[src/rtl/tdoa_capture_sequencer.sv]
// Four-hydrophone arrival-time capture sequencer producing delays relative to hydrophone 0.
// Define TDOA_HOLDOFF_EN to add a post-result dead time of HOLDOFF cycles.
module tdoa_capture_sequencer #(
  parameter int unsigned TS_W    = 16,
  parameter int unsigned TIMEOUT = 4000,
  parameter int unsigned HOLDOFF = 256
) (
  input  logic            clk,
  input  logic            rst,
  input  logic            arm,
  input  logic [3:0]      hit,
  output logic            busy,
  output logic            delay_valid,
  input  logic            delay_ready,
  output logic [TS_W-1:0] delay_1,
  output logic [TS_W-1:0] delay_2,
  output logic [TS_W-1:0] delay_3,
  output logic [3:0]      ch_mask,
  output logic            timeout
);

  localparam logic [TS_W-1:0] LastCnt = TS_W'(TIMEOUT - 1);

`ifdef TDOA_HOLDOFF_EN
  typedef enum logic [2:0] {StIdle, StArmed, StWindow, StDone, StHoldoff} state_e;
  localparam int unsigned HoldW = (HOLDOFF > 1) ? $clog2(HOLDOFF) : 1;
  logic [HoldW-1:0] hcnt_q, hcnt_d;
`else
  typedef enum logic [2:0] {StIdle, StArmed, StWindow, StDone} state_e;
`endif

  state_e                 state_q, state_d;
  logic [TS_W-1:0]        cnt_q, cnt_d;
  logic [3:0][TS_W-1:0]   ts_q, ts_d;
  logic [3:0]             mask_q, mask_d;
  logic                   timeout_q, timeout_d;

  always_comb begin
    state_d   = state_q;
    cnt_d     = cnt_q;
    ts_d      = ts_q;
    mask_d    = mask_q;
    timeout_d = timeout_q;
`ifdef TDOA_HOLDOFF_EN
    hcnt_d    = hcnt_q;
`endif
    case (state_q)
      StIdle: begin
        if (arm) begin
          state_d   = StArmed;
          cnt_d     = '0;
          ts_d      = '0;
          mask_d    = '0;
          timeout_d = 1'b0;
        end
      end
      StArmed: begin
        // Timestamps were cleared on arm, so channels hit now already hold 0.
        if (|hit) begin
          mask_d = hit;
          cnt_d  = TS_W'(1);
          if (&hit) begin
            state_d = StDone;
          end else if (TIMEOUT <= 1) begin
            state_d   = StDone;
            timeout_d = 1'b1;
          end else begin
            state_d = StWindow;
          end
        end
      end
      StWindow: begin
        for (int k = 0; k < 4; k++) begin
          if (hit[k] && !mask_q[k]) begin
            ts_d[k] = cnt_q;
          end
        end
        mask_d = mask_q | hit;
        // Captures in the final window cycle count before the timeout decision.
        if (&mask_d) begin
          state_d = StDone;
        end else if (cnt_q == LastCnt) begin
          state_d   = StDone;
          timeout_d = 1'b1;
        end else begin
          cnt_d = cnt_q + TS_W'(1);
        end
      end
      StDone: begin
        if (delay_ready) begin
`ifdef TDOA_HOLDOFF_EN
          hcnt_d  = '0;
          state_d = (HOLDOFF == 0) ? StIdle : StHoldoff;
`else
          state_d = StIdle;
`endif
        end
      end
`ifdef TDOA_HOLDOFF_EN
      StHoldoff: begin
        if (hcnt_q == HoldW'(HOLDOFF - 1)) begin
          state_d = StIdle;
        end else begin
          hcnt_d = hcnt_q + HoldW'(1);
        end
      end
`endif
      default: state_d = StIdle;
    endcase
  end

  always_ff @(posedge clk) begin
    if (rst) begin
      state_q   <= StIdle;
      cnt_q     <= '0;
      ts_q      <= '0;
      mask_q    <= '0;
      timeout_q <= 1'b0;
`ifdef TDOA_HOLDOFF_EN
      hcnt_q    <= '0;
`endif
    end else begin
      state_q   <= state_d;
      cnt_q     <= cnt_d;
      ts_q      <= ts_d;
      mask_q    <= mask_d;
      timeout_q <= timeout_d;
`ifdef TDOA_HOLDOFF_EN
      hcnt_q    <= hcnt_d;
`endif
    end
  end

  // All outputs derive from registers only.
  assign busy        = (state_q != StIdle);
  assign delay_valid = (state_q == StDone);
  assign ch_mask     = mask_q;
  assign timeout     = timeout_q;
  assign delay_1     = (mask_q[1] && mask_q[0]) ? ts_q[1] - ts_q[0] : '0;
  assign delay_2     = (mask_q[2] && mask_q[0]) ? ts_q[2] - ts_q[0] : '0;
  assign delay_3     = (mask_q[3] && mask_q[0]) ? ts_q[3] - ts_q[0] : '0;

endmodule

[config.mk]
export PLATFORM = sky130hd
export DESIGN_NAME = tdoa_capture_sequencer
export DESIGN_NICKNAME = d
export VERILOG_FILES = /design/src/rtl/tdoa_capture_sequencer.sv
export SDC_FILE = /design/constraint.sdc
export NUM_CORES = 1
export LEC_CHECK = 0
export BUFFER_PORTS_ARGS = -buffer_cell sky130_fd_sc_hd__buf_2
export CORE_MARGIN = 2
export CORE_UTILIZATION = 30
export CTS_BUF_LIST = sky130_fd_sc_hd__clkbuf_8 sky130_fd_sc_hd__clkbuf_16
export DETAILED_ROUTE_END_ITERATION = 8
export SYNTH_ARGS = -nofsm -noshare
export SYNTH_HDL_FRONTEND = slang
export SYNTH_SLANG_ARGS = --single-unit
[constraint.sdc]
create_clock -name clk -period 4.55 [get_ports clk]
set_input_delay 0.91 -clock clk [delete_from_list [all_inputs] [get_ports clk]]
set_output_delay 0.91 -clock clk [all_outputs]
set_load 0.005 [all_outputs]
==> results of run 1 <==
Yosys cell counts, drive strengths merged (4+ instances only):
| master | instances | area [µm²] |
|---|---|---|
| nor2 | 160 | 601 |
| dfxtp | 87 | 1740 |
| a21oi | 60 | 304 |
| ha | 53 | 663 |
| o21ai | 48 | 244 |
| nand2 | 38 | 143 |
| a22oi | 36 | 270 |
| inv | 34 | 128 |
| clkbuf | 32 | 120 |
| mux2i | 31 | 310 |
| nor2b | 21 | 131 |
| nand3 | 17 | 85.1 |
| nor3 | 17 | 85.1 |
| xnor2 | 15 | 131 |
| o21a | 13 | 97.6 |
| buf | 12 | 56.3 |
| and3 | 10 | 62.6 |
| nand2b | 9 | 56.3 |
| nand4 | 9 | 56.3 |
| a211oi | 8 | 60.1 |
| a21o | 8 | 60.1 |
| a32oi | 8 | 70.1 |
| o31a | 8 | 70.1 |
| o31ai | 7 | 52.6 |
| and2 | 6 | 40.0 |
| nor3b | 6 | 56.3 |
| or2 | 6 | 37.5 |
| xor2 | 6 | 52.6 |
| a21boi | 5 | 37.5 |
| a31oi | 4 | 25.0 |
how the worst max path moves through the flow:
stage | start | endpoint | slack, ns | cells past startpoint
finish | ts_q[1] | delay_2[13] | 0.77 | 9
global route | ts_q[6] | delay_1[14] | 0.60 | 9
CTS | ts_q[1] | delay_2[13] | 0.76 | 9
detailed placement | ts_q[1] | delay_2[13] | 1.15 | 9
global placement | ts_q[1] | delay_2[13] | 1.16 | 9
floorplan | ts_q[1] | delay_2[13] | 1.50 | 8
through the flow:
step / utilization / setup slack, ns / hold WS, ns / cell area (µm²)
finish: 0.350 / 0.771 / 0.477 / 7120
CTS: 0.350 / 0.759 / 0.468 / 7120
floorplan: - / 1.50 / 0.436 / 6270
global placement: 0.334 / 1.16 / 0.443 / 6810
global route: 0.350 / 0.595 / 0.519 / 7120
detailed placement: 0.334 / 1.15 / 0.459 / 6810
per-layer routing:
layer	GRT usage	vias to the layer above
li1	-	2980
met1	0.255	2840
met2	0.283	161
met3	0.0144	16
met4	0.0481	0
met5	0	-
layout make-up:
| type | instances | area (µm²) |
|---|---|---|
| Tap cell | 270 | 338 |
| Clock buffer | 10 | 239 |
| Clock inverter | 5 | 73.8 |
| Inverter | 34 | 128 |
| Fill cell | 2151 | 13200 |
| Multi-Input combinational cell | 651 | 4250 |
| Sequential cell | 87 | 1740 |
| Timing Repair Buffer | 68 | 355 |
power by group through the flow:
stage,clock (µW),sequential [µW],combinational [µW]
after global placement,0,818,526
after detailed placement,0,818,526
after floorplan,0,804,368
after CTS,805,801,526
after global routing,839,803,564
final,795,801,528
critical path, delay by kind of cell, from the launching register on:
kind / cells / cell delay (ns)
flip-flops: 1 / 0.50
AO/OA/AOI/OAI: 4 / 1.01
buffers and inverters: 2 / 0.32
AND/OR/NAND/NOR: 2 / 0.39
adder cells (fa/ha/maj): 1 / 0.31
registers in the layout, summed over array words and instances, names as in the netlist:
register,cells
state_q,2
ch_mask,4
ts_q,64
timeout,1
cnt_q,16
logic make-up after synthesis:
family,Yosys count,share of synthesized area
simple gates,311,0.232
compound gates,230,0.244
flops,87,0.278
buf+inv,78,0.0485
fa+ha+maj,56,0.115
mux,33,0.0531
xor+xnor,21,0.0293
==> impl_metrics.py, run 1 <==
metrics = {
    "setup_path": {
        "cp_cell_sequence": "inv_1, ha_1, nor2b_1, o31a_1, o311a_1, o211ai_1, a21oi_1, nor3b_1, buf_2",
        "delay_contributed_by_the_slowest_stage_of_the_critical_path_ns": 0.50,
        "regToRegStartpoint": "state_q[0]",
        "crit_required_ns": 3.64,
        "reg2reg_setup_slack_ns": 1.69,
        "timing.rr.end": "ts_q[57]",
        "timing.critical_path.slowest_stage_cell": "dfxtp_1",
        "worst-path-max-fanout": 6,
        "end_kind": "primary output",
        "setup.worst_path.start_class": "register",
        "worst-endpoint-arrival_ns": 2.87,
        "category_of_the_critical_setup_timing_path": "register to primary output",
        "r2r_cells": 6,
    },
    "placed_design": {
        "io_buffer_count": 62,
        "dp_hpwl_mm": 13.9,
        "gp_routability_congestion": 0.852,
        "dp.cells": 1110,
    },
    "logic_synthesis": {
        "synth_area_per_cell_um2": 7.68,
        "post_synth_edffs": 0,
        "synthDistinctLibCells": 62,
        "postSynthCellCount": 816,
        "syn-cell-area_um2": 6270,
        "ys_seq_area_frac": 0.278,
        "postSynth.asyncResetShare": 0,
        "yosys_warnings": 0,
        "synth_nets": 880,
        "synth_flop_cell": "dfxtp_1",
        "ys_ff_latch": 87,
    },
    "drt": {
        "number_of_remaining_drc_errors": 0,
        "maxUsedRoutingLayer": "met4",
        "wl_per_cell_um": 17.4,
        "route.met2.wl_mm": 8.93,
        "wl_met1_mm": 9.49,
        "antenna_violating_nets_post_route": 0,
        "routed_via_density": 5.33,
        "detailedRoute.firstPassIterationCount": 5,
        "iter_0_drt_violations": 582,
        "met3RoutedLength_um": 911,
        "routed_wl_mm": 19.6,
        "vias": 5997,
    },
    "worst_hold_path": {
        "hold_class": "register to register",
        "whs_endpoint": "ts_q[7]",
        "worst_hold_path.num_cells": 2,
        "timing.hold.worst.start": "ts_q[7]",
    },
    "timing": {
        "final.setup_skew_ns": 0.00712,
        "timing.final.crit_share": 0.831,
        "final-hold-violation-count": 0,
        "timing_max_transition_violations_final": 0,
        "max_slew.worst_pin.slew_ns": 1.10,
        "slew_headroom": 0.261,
        "f_max_mhz": 265,
        "setup-violations-final": 0,
        "timing.setup.tns_ns": 0,
        "grt_setup_unrepaired": "false",
        "final.min_clock_period_ns": 3.78,
    },
    "global_routing": {
        "grt_pass1_vias": 5403,
        "grtUsageTotal": 0.177,
        "maximum_number_of_pins_on_one_net_before_global_route_repair": 89,
        "grt_antenna_before_repair": 0,
        "global_route_wire_length_before_repair_mm": 30.3,
        "grt_remaining_overflow": 0,
    },
    "cells_and_area": {
        "finish.net_count": 915,
        "stdcell_count": 1125,
        "antennaDiodeCount": 0,
        "layout.cells.most_common_list": "nor2_1 (160), dfxtp_1 (87), buf_2 (62)",
        "most_common_cell_after_layout_fill_and_taps_aside": "nor2_1",
        "drive_gt1_frac": 0.118,
        "syn2layout_area_growth_pct": 13.6,
    },
    "clocking": {
        "cts_tree": "yes",
        "cts_num_sinks": 87,
        "cts-root-to-sink-buffers": 2,
        "postCtsHoldBufs": 0,
        "postCtsSetupBuffers": 0,
        "clkLatencyLatePin_ns": 0.34,
        "h-tree-depth": 3,
        "cts.root.buffer_cell": "clkbuf_16",
        "path_clk_slew_ns": 0.07,
        "cts_resized": 0,
        "numCtsBuffers": 9,
    },
    "power_and_ir_drop": {
        "swShare": 0.337,
        "total_power_of_the_final_layout_uw": 2120,
        "seqPwrFrac": 0.377,
        "power.leakage_uw": 0.00281,
        "ir_drop_mv": 0.163,
        "logic_gate_share_of_total_power": 0.249,
        "cell_internal_pwr_uw": 1410,
        "powerDensity_nw_per_um2": 298,
        "power.share.clock": 0.374,
        "p_switching_uw": 715,
    },
    "die": {
        "die_width_um": 149,
        "die_area_um2": 22100,
        "std_cell_rows": 52,
        "initial_core_util": 0.308,
        "pin_count": 63,
        "die_height_um": 149,
        "core_area_um2": 20400,
    },
    "run": {
        "maxCapViolCount": 0,
    },
    "run_status": {
        "status": "finished clean",
    },
}
Power figures use the tool's default switching activity.
==> run 2, diff against run 1 <==
==> constraint.sdc (replaced) <==
create_clock -name clk -period 3.5 [get_ports clk]
set_input_delay 0.7 -clock clk [delete_from_list [all_inputs] [get_ports clk]]
set_output_delay 0.7 -clock clk [all_outputs]
set_load 0.005 [all_outputs]
==> impl_metrics.py, run 2 (synthesis results as in run 1) <==
metrics = {
    "run_status": {
        "status": "finished clean",
    },
    "setup_path": {
        "delay_contributed_by_the_slowest_stage_of_the_critical_path_ns": 0.38,
        "timing.critical_path.slowest_stage_cell": "dfxtp_2",
        "crit_required_ns": 2.80,
        "worst-path-max-fanout": 5,
        "end_kind": "primary output",
        "worst-endpoint-arrival_ns": 2.68,
        "cp_cell_sequence": "inv_1, ha_1, nor2b_1, o31a_1, o311a_1, o211ai_1, buf_4, nand3_1, nor3b_2, buf_2",
        "setup.worst_path.start_class": "register",
        "category_of_the_critical_setup_timing_path": "register to primary output",
    },
    "power_and_ir_drop": {
        "power.leakage_uw": 0.00292,
        "powerDensity_nw_per_um2": 389,
        "p_switching_uw": 950,
        "seqPwrFrac": 0.365,
        "swShare": 0.333,
        "cell_internal_pwr_uw": 1900,
        "power.share.clock": 0.390,
        "logic_gate_share_of_total_power": 0.246,
        "ir_drop_mv": 0.217,
    },
    "timing": {
        "final.setup_skew_ns": 0.00427,
        "final-hold-violation-count": 0,
        "slew_headroom": 0.353,
        "fin_worst_hold_slack_ns": 0.461,
        "final.min_clock_period_ns": 3.38,
        "max_slew.worst_pin.slew_ns": 0.971,
        "f_max_mhz": 296,
        "timing_max_transition_violations_final": 0,
        "setup-violations-final": 0,
        "timing.final.crit_share": 0.965,
    },
    "die": {
        "core_area_um2": 20400,
        "std_cell_rows": 52,
        "die_width_um": 149,
        "pin_count": 63,
        "die_height_um": 149,
        "initial_core_util": 0.308,
        "die_area_um2": 22100,
    },
    "clocking": {
        "postCtsHoldBufs": 0,
        "h-tree-depth": 3,
        "cts.root.buffer_cell": "clkbuf_16",
        "clkLatencyLatePin_ns": 0.35,
        "cts-root-to-sink-buffers": 2,
        "path_clk_slew_ns": 0.06,
        "numCtsBuffers": 9,
        "cts_num_sinks": 87,
        "cts_tree": "yes",
    },
    "placed_design": {
        "gp_routability_congestion": 0.833,
        "placement.cell_area_um2": 6880,
        "io_buffer_count": 62,
        "dp_hpwl_mm": 14.2,
    },
    "global_routing": {
        "global_route_wire_length_before_repair_mm": 30.6,
        "grt_antenna_before_repair": 0,
        "grtUsageTotal": 0.178,
        "grt_remaining_overflow": 0,
        "maximum_number_of_pins_on_one_net_before_global_route_repair": 89,
        "grt_pass1_vias": 5603,
    },
    "run": {
        "maxCapViolCount": 0,
    },
    "drt": {
        "antenna_violating_nets_post_route": 0,
        "number_of_remaining_drc_errors": 0,
        "iter_0_drt_violations": 581,
        "vias": 5991,
        "wl_per_cell_um": 17.5,
        "routed_wl_mm": 19.9,
        "routed_via_density": 5.26,
        "detailedRoute.firstPassIterationCount": 5,
    },
    "cells_and_area": {
        "most_common_cell_after_layout_fill_and_taps_aside": "nor2_1",
        "layout.cells.most_common_list": "nor2_1 (160), dfxtp_1 (83), buf_2 (62)",
        "register_containing_the_most_flip_flops_in_the_final_layout": "ts_q",
        "finish.net_count": 927,
        "drive_gt1_frac": 0.157,
        "post-route-cell-area_um2": 7320,
        "syn2layout_area_growth_pct": 16.8,
        "fill_cells": 2135,
        "number_of_flip_flops_in_the_largest_register": 64,
        "final_util": 0.360,
        "antennaDiodeCount": 0,
    },
    "worst_hold_path": {
        "hold_class": "register to register",
    },
}
run 2: cell count changes in the layout (fill, tap and decap cells not counted), moves of 4 or more:
cell,delta
a21oi_1,-5
buf_4,+12
a21oi_2,+5
dfxtp_2,+4
dfxtp_1,-4
run 2: worst paths after layout:
check                                    to  slack (ns)  depth (start not counted)        from
worst min-delay path                ts_q[7]        0.46                          2     ts_q[7]
worst max register to register     ts_q[25]        0.83                          9  state_q[0]
worst max-delay path            delay_3[13]        0.12                         10     ts_q[1]
worst min register to register      ts_q[7]        0.46                          2     ts_q[7]
run 2: per-stage QoR:
| step | total power (µW) | setup WS [ns] | cells | setup TNS [ns] |
|---|---|---|---|---|
| after CTS | 2840 | 0.0114 | 1136 | 0 |
| after global routing | 2950 | -0.0267 | 1138 | -0.0335 |
| final | 2850 | 0.121 | 1138 | 0 |
| after floorplan | 1520 | 0.665 | 816 | 0 |
| after global placement | 1750 | 0.431 | 1119 | 0 |
| after detailed placement | 1750 | 0.335 | 1119 | 0 |
run 2: metal layers:
metal / wire length [µm] / up-vias / track usage
met3: 673 / 31 / 0.0202
met5: 0 / - / 0
li1: - / 3007 / -
met4: 570 / 0 / 0.0719
met2: 9120 / 136 / 0.288
met1: 9550 / 2817 / 0.243
run 2: cell type report:
| cell class | count | area [µm²] | share of cell area |
|---|---|---|---|
| Timing Repair Buffer | 80 | 445 | 0.0608 |
| Inverter | 34 | 128 | 0.0174 |
| Multi-Input combinational cell | 651 | 4330 | 0.591 |
| Clock inverter | 7 | 113 | 0.0154 |
| Sequential cell | 87 | 1750 | 0.239 |
| Clock buffer | 9 | 225 | 0.0308 |
| Tap cell | 270 | 338 | 0.0461 |
run 2: power groups by stage:
| stage | Sequential [µW] | Combinational, µW | Clock, µW |
|---|---|---|---|
| floorplan | 1050 | 479 | 0 |
| global placement | 1060 | 690 | 0 |
| detailed placement | 1060 | 693 | 0 |
| CTS | 1040 | 691 | 1110 |
| global route | 1040 | 759 | 1150 |
| finish | 1040 | 700 | 1110 |
run 2: timing repair:
| item | CTS | global route |
|---|---|---|
| gates resized for setup | 3 | 21 |
| pin swaps | 1 | 6 |
| setup endpoints to repair | 3 | 14 |
| setup buffers | 1 | 2 |
run 2: critical path, delay by kind of cell (launching register included):
| kind | cells | cell delay [ns] |
|---|---|---|
| compound gates | 3 | 0.89 |
| simple gates | 3 | 0.38 |
| flops | 1 | 0.38 |
| fa+ha+maj | 1 | 0.29 |
| buf+inv | 3 | 0.41 |
==> run 3, diff against run 2 <==
--- a/config.mk
+++ b/config.mk
@@ -5,7 +5,9 @@
 export SDC_FILE = /design/constraint.sdc
 export NUM_CORES = 1
 export LEC_CHECK = 0
+export ABC_AREA = 1
 export BUFFER_PORTS_ARGS = -buffer_cell sky130_fd_sc_hd__buf_2
+export CAP_MARGIN = 20
 export CORE_MARGIN = 2
 export CORE_UTILIZATION = 30
 export CTS_BUF_LIST = sky130_fd_sc_hd__clkbuf_8 sky130_fd_sc_hd__clkbuf_16
==> impl_metrics.py, run 3 <==
metrics = {
    "die": {
        "core_area_um2": 20400,
        "die_width_um": 149,
        "die_height_um": 149,
        "die_area_um2": 22100,
        "initial_core_util": 0.308,
        "std_cell_rows": 52,
        "pin_count": 63,
    },
    "clocking": {
        "postCtsHoldBufs": 0,
        "cts.root.buffer_cell": "clkbuf_16",
        "clkLatencyLatePin_ns": 0.35,
        "cts_num_sinks": 87,
        "h-tree-depth": 3,
        "cts-root-to-sink-buffers": 2,
        "cts_tree": "yes",
        "numCtsBuffers": 9,
        "cts_resized": 0,
        "postCtsSetupBuffers": 0,
        "path_clk_slew_ns": 0.06,
    },
    "drt": {
        "detailedRoute.firstPassIterationCount": 5,
        "number_of_remaining_drc_errors": 0,
        "vias": 6216,
        "antenna_violating_nets_post_route": 0,
        "wl_per_cell_um": 13.8,
        "routed_wl_mm": 17.7,
        "routed_via_density": 4.87,
        "iter_0_drt_violations": 382,
    },
    "cells_and_area": {
        "most_common_cell_after_layout_fill_and_taps_aside": "nand2_1",
        "finish.net_count": 1065,
        "syn2layout_area_growth_pct": 13.3,
        "layout.cells.most_common_list": "nand2_1 (212), a21oi_1 (133), nor2_1 (123)",
        "fill_cells": 2217,
        "register_containing_the_most_flip_flops_in_the_final_layout": "ts_q",
        "number_of_flip_flops_in_the_largest_register": 64,
        "antennaDiodeCount": 0,
        "drive_gt1_frac": 0.109,
        "final_util": 0.349,
    },
    "setup_path": {
        "r2r_cells": 12,
        "worstSetupStartpoint": "ts_q[0]",
        "reg2reg_setup_slack_ns": 1.33,
        "timing.rr.end": "cnt_q[15]",
        "regToRegStartpoint": "state_q[0]",
        "crit_required_ns": 2.80,
        "category_of_the_critical_setup_timing_path": "register to primary output",
        "worst-path-max-fanout": 7,
        "capturing_instance_or_port_of_the_critical_path": "delay_1[14]",
        "end_kind": "primary output",
        "worst-endpoint-arrival_ns": 2.38,
        "setup.worst_path.start_class": "register",
    },
    "global_routing": {
        "grt_remaining_overflow": 0,
        "maximum_number_of_pins_on_one_net_before_global_route_repair": 55,
        "use_met3": 0.0230,
        "grt_most_used_layer": "met2",
        "grt_pass1_vias": 5659,
        "gr-usage-met1": 0.213,
        "global_route_wire_length_before_repair_mm": 28.8,
        "grt_antenna_before_repair": 0,
        "grtUsageTotal": 0.163,
        "use_met2": 0.273,
    },
    "logic_synthesis": {
        "synth_nets": 1017,
        "ys_ff_latch": 87,
        "synth_area_per_cell_um2": 6.58,
        "netlist.area_leader.share": 0.278,
        "synth.area.top_cells": "dfxtp_1 (28%), nand2_1 (13%), a21oi_1 (11%), ha_1 (11%), o21ai_0 (8.1%)",
        "post_synth_edffs": 0,
        "most_repeated_cell_in_the_gate_level_netlist_after_synthesis": "nand2_1",
        "synth_flop_cell": "dfxtp_1",
        "cell_taking_the_most_area_after_synthesis": "dfxtp_1",
        "synth.top_cells.by_count": "nand2_1 (212), a21oi_1 (133), nor2_1 (123), o21ai_0 (101)",
        "postSynth.asyncResetShare": 0,
        "yosys_warnings": 0,
        "syn-cell-area_um2": 6270,
        "ys_seq_area_frac": 0.278,
        "synthDistinctLibCells": 36,
        "postSynthCellCount": 953,
    },
    "worst_hold_path": {
        "worst_hold_path.num_cells": 2,
        "hold_class": "register to register",
    },
    "placed_design": {
        "dp_hpwl_mm": 13.4,
        "io_buffer_count": 62,
        "gp_routability_congestion": 0.921,
    },
    "timing": {
        "grt_setup_unrepaired": "false",
        "timing.setup.tns_ns": 0,
        "max_slew.worst_pin.slew_ns": 0.647,
        "timing_max_transition_violations_final": 0,
        "f_max_mhz": 324,
        "slew_headroom": 0.568,
        "final.min_clock_period_ns": 3.08,
        "final-hold-violation-count": 0,
        "timing.final.crit_share": 0.881,
        "setup-violations-final": 0,
        "final.setup_skew_ns": 0.00998,
    },
    "run_status": {
        "status": "finished clean",
    },
    "run": {
        "maxCapViolCount": 0,
    },
}
==> run 3: cell types whose count changed after synthesis, sizes merged, moves of 10 or more <==
cell,before,now
o21ai,48,103
mux2i,31,0
a22oi,36,0
clkbuf,32,13
inv,34,92
nor2b,21,0
and3,10,0
xnor2,15,1
nand2,38,215
nand3,17,42
nor3,17,2
a21oi,60,139
nor2,160,130
==> run 3: critical path: stages (launching register included) <==
cell and delay [ns]:
dfxtp_1 0.40, ha_1 0.25, fa_1 0.38, inv_1 0.10
nand3_1 0.07, nand2_1 0.17, nand3_1 0.11, nand2_1 0.14
nand2_1 0.09, a21oi_1 0.16, nor2_1 0.06, buf_2 0.12
==> run 3: per-stage QoR <==
step,instances,hold WS (ns),setup WS (ns),cell area [µm²]
detailed placement,1260,0.471,0.776,6780
floorplan,953,0.439,1.14,6270
CTS,1276,0.489,0.411,7100
finish,1276,0.488,0.416,7100
global route,1276,0.503,0.183,7100
global placement,1260,0.463,0.819,6780
==> run 3: kinds of logic after synthesis <==
group | count (synthesis) | share of synthesized area
fa+ha+maj | 56 | 0.115
compound gates | 271 | 0.235
xor+xnor | 6 | 0.00838
simple gates | 411 | 0.280
buf+inv | 122 | 0.0832
flops | 87 | 0.278
==> run 3: worst min-delay path by stage <==
stage                         start  slack (ns)        end
after floorplan           cnt_q[11]        0.44  cnt_q[11]
after global placement    cnt_q[11]        0.46  cnt_q[11]
after detailed placement  cnt_q[11]        0.47  cnt_q[11]
after CTS                 cnt_q[11]        0.49  cnt_q[11]
after global routing      cnt_q[11]        0.50  cnt_q[11]
final                     cnt_q[11]        0.49  cnt_q[11]
==> run 3: layout make-up <==
type,instances,area (µm²),area share
Inverter,92,348,0.0490
Clock inverter,7,95.1,0.0134
Sequential cell,87,1740,0.245
Clock buffer,9,225,0.0317
Tap cell,270,338,0.0476
Timing Repair Buffer,67,348,0.0490
Multi-Input combinational cell,744,4010,0.564
==> run 3: per-layer routing <==
metal,routed length (µm),up-vias
li1,-,3294
met1,8470,2780
met2,8140,116
met3,550,26
met4,503,0
met5,0,-
Power of run 3 is not shown: default switching activity piles up to over one toggle a cycle in this logic, so the estimate is an artifact.
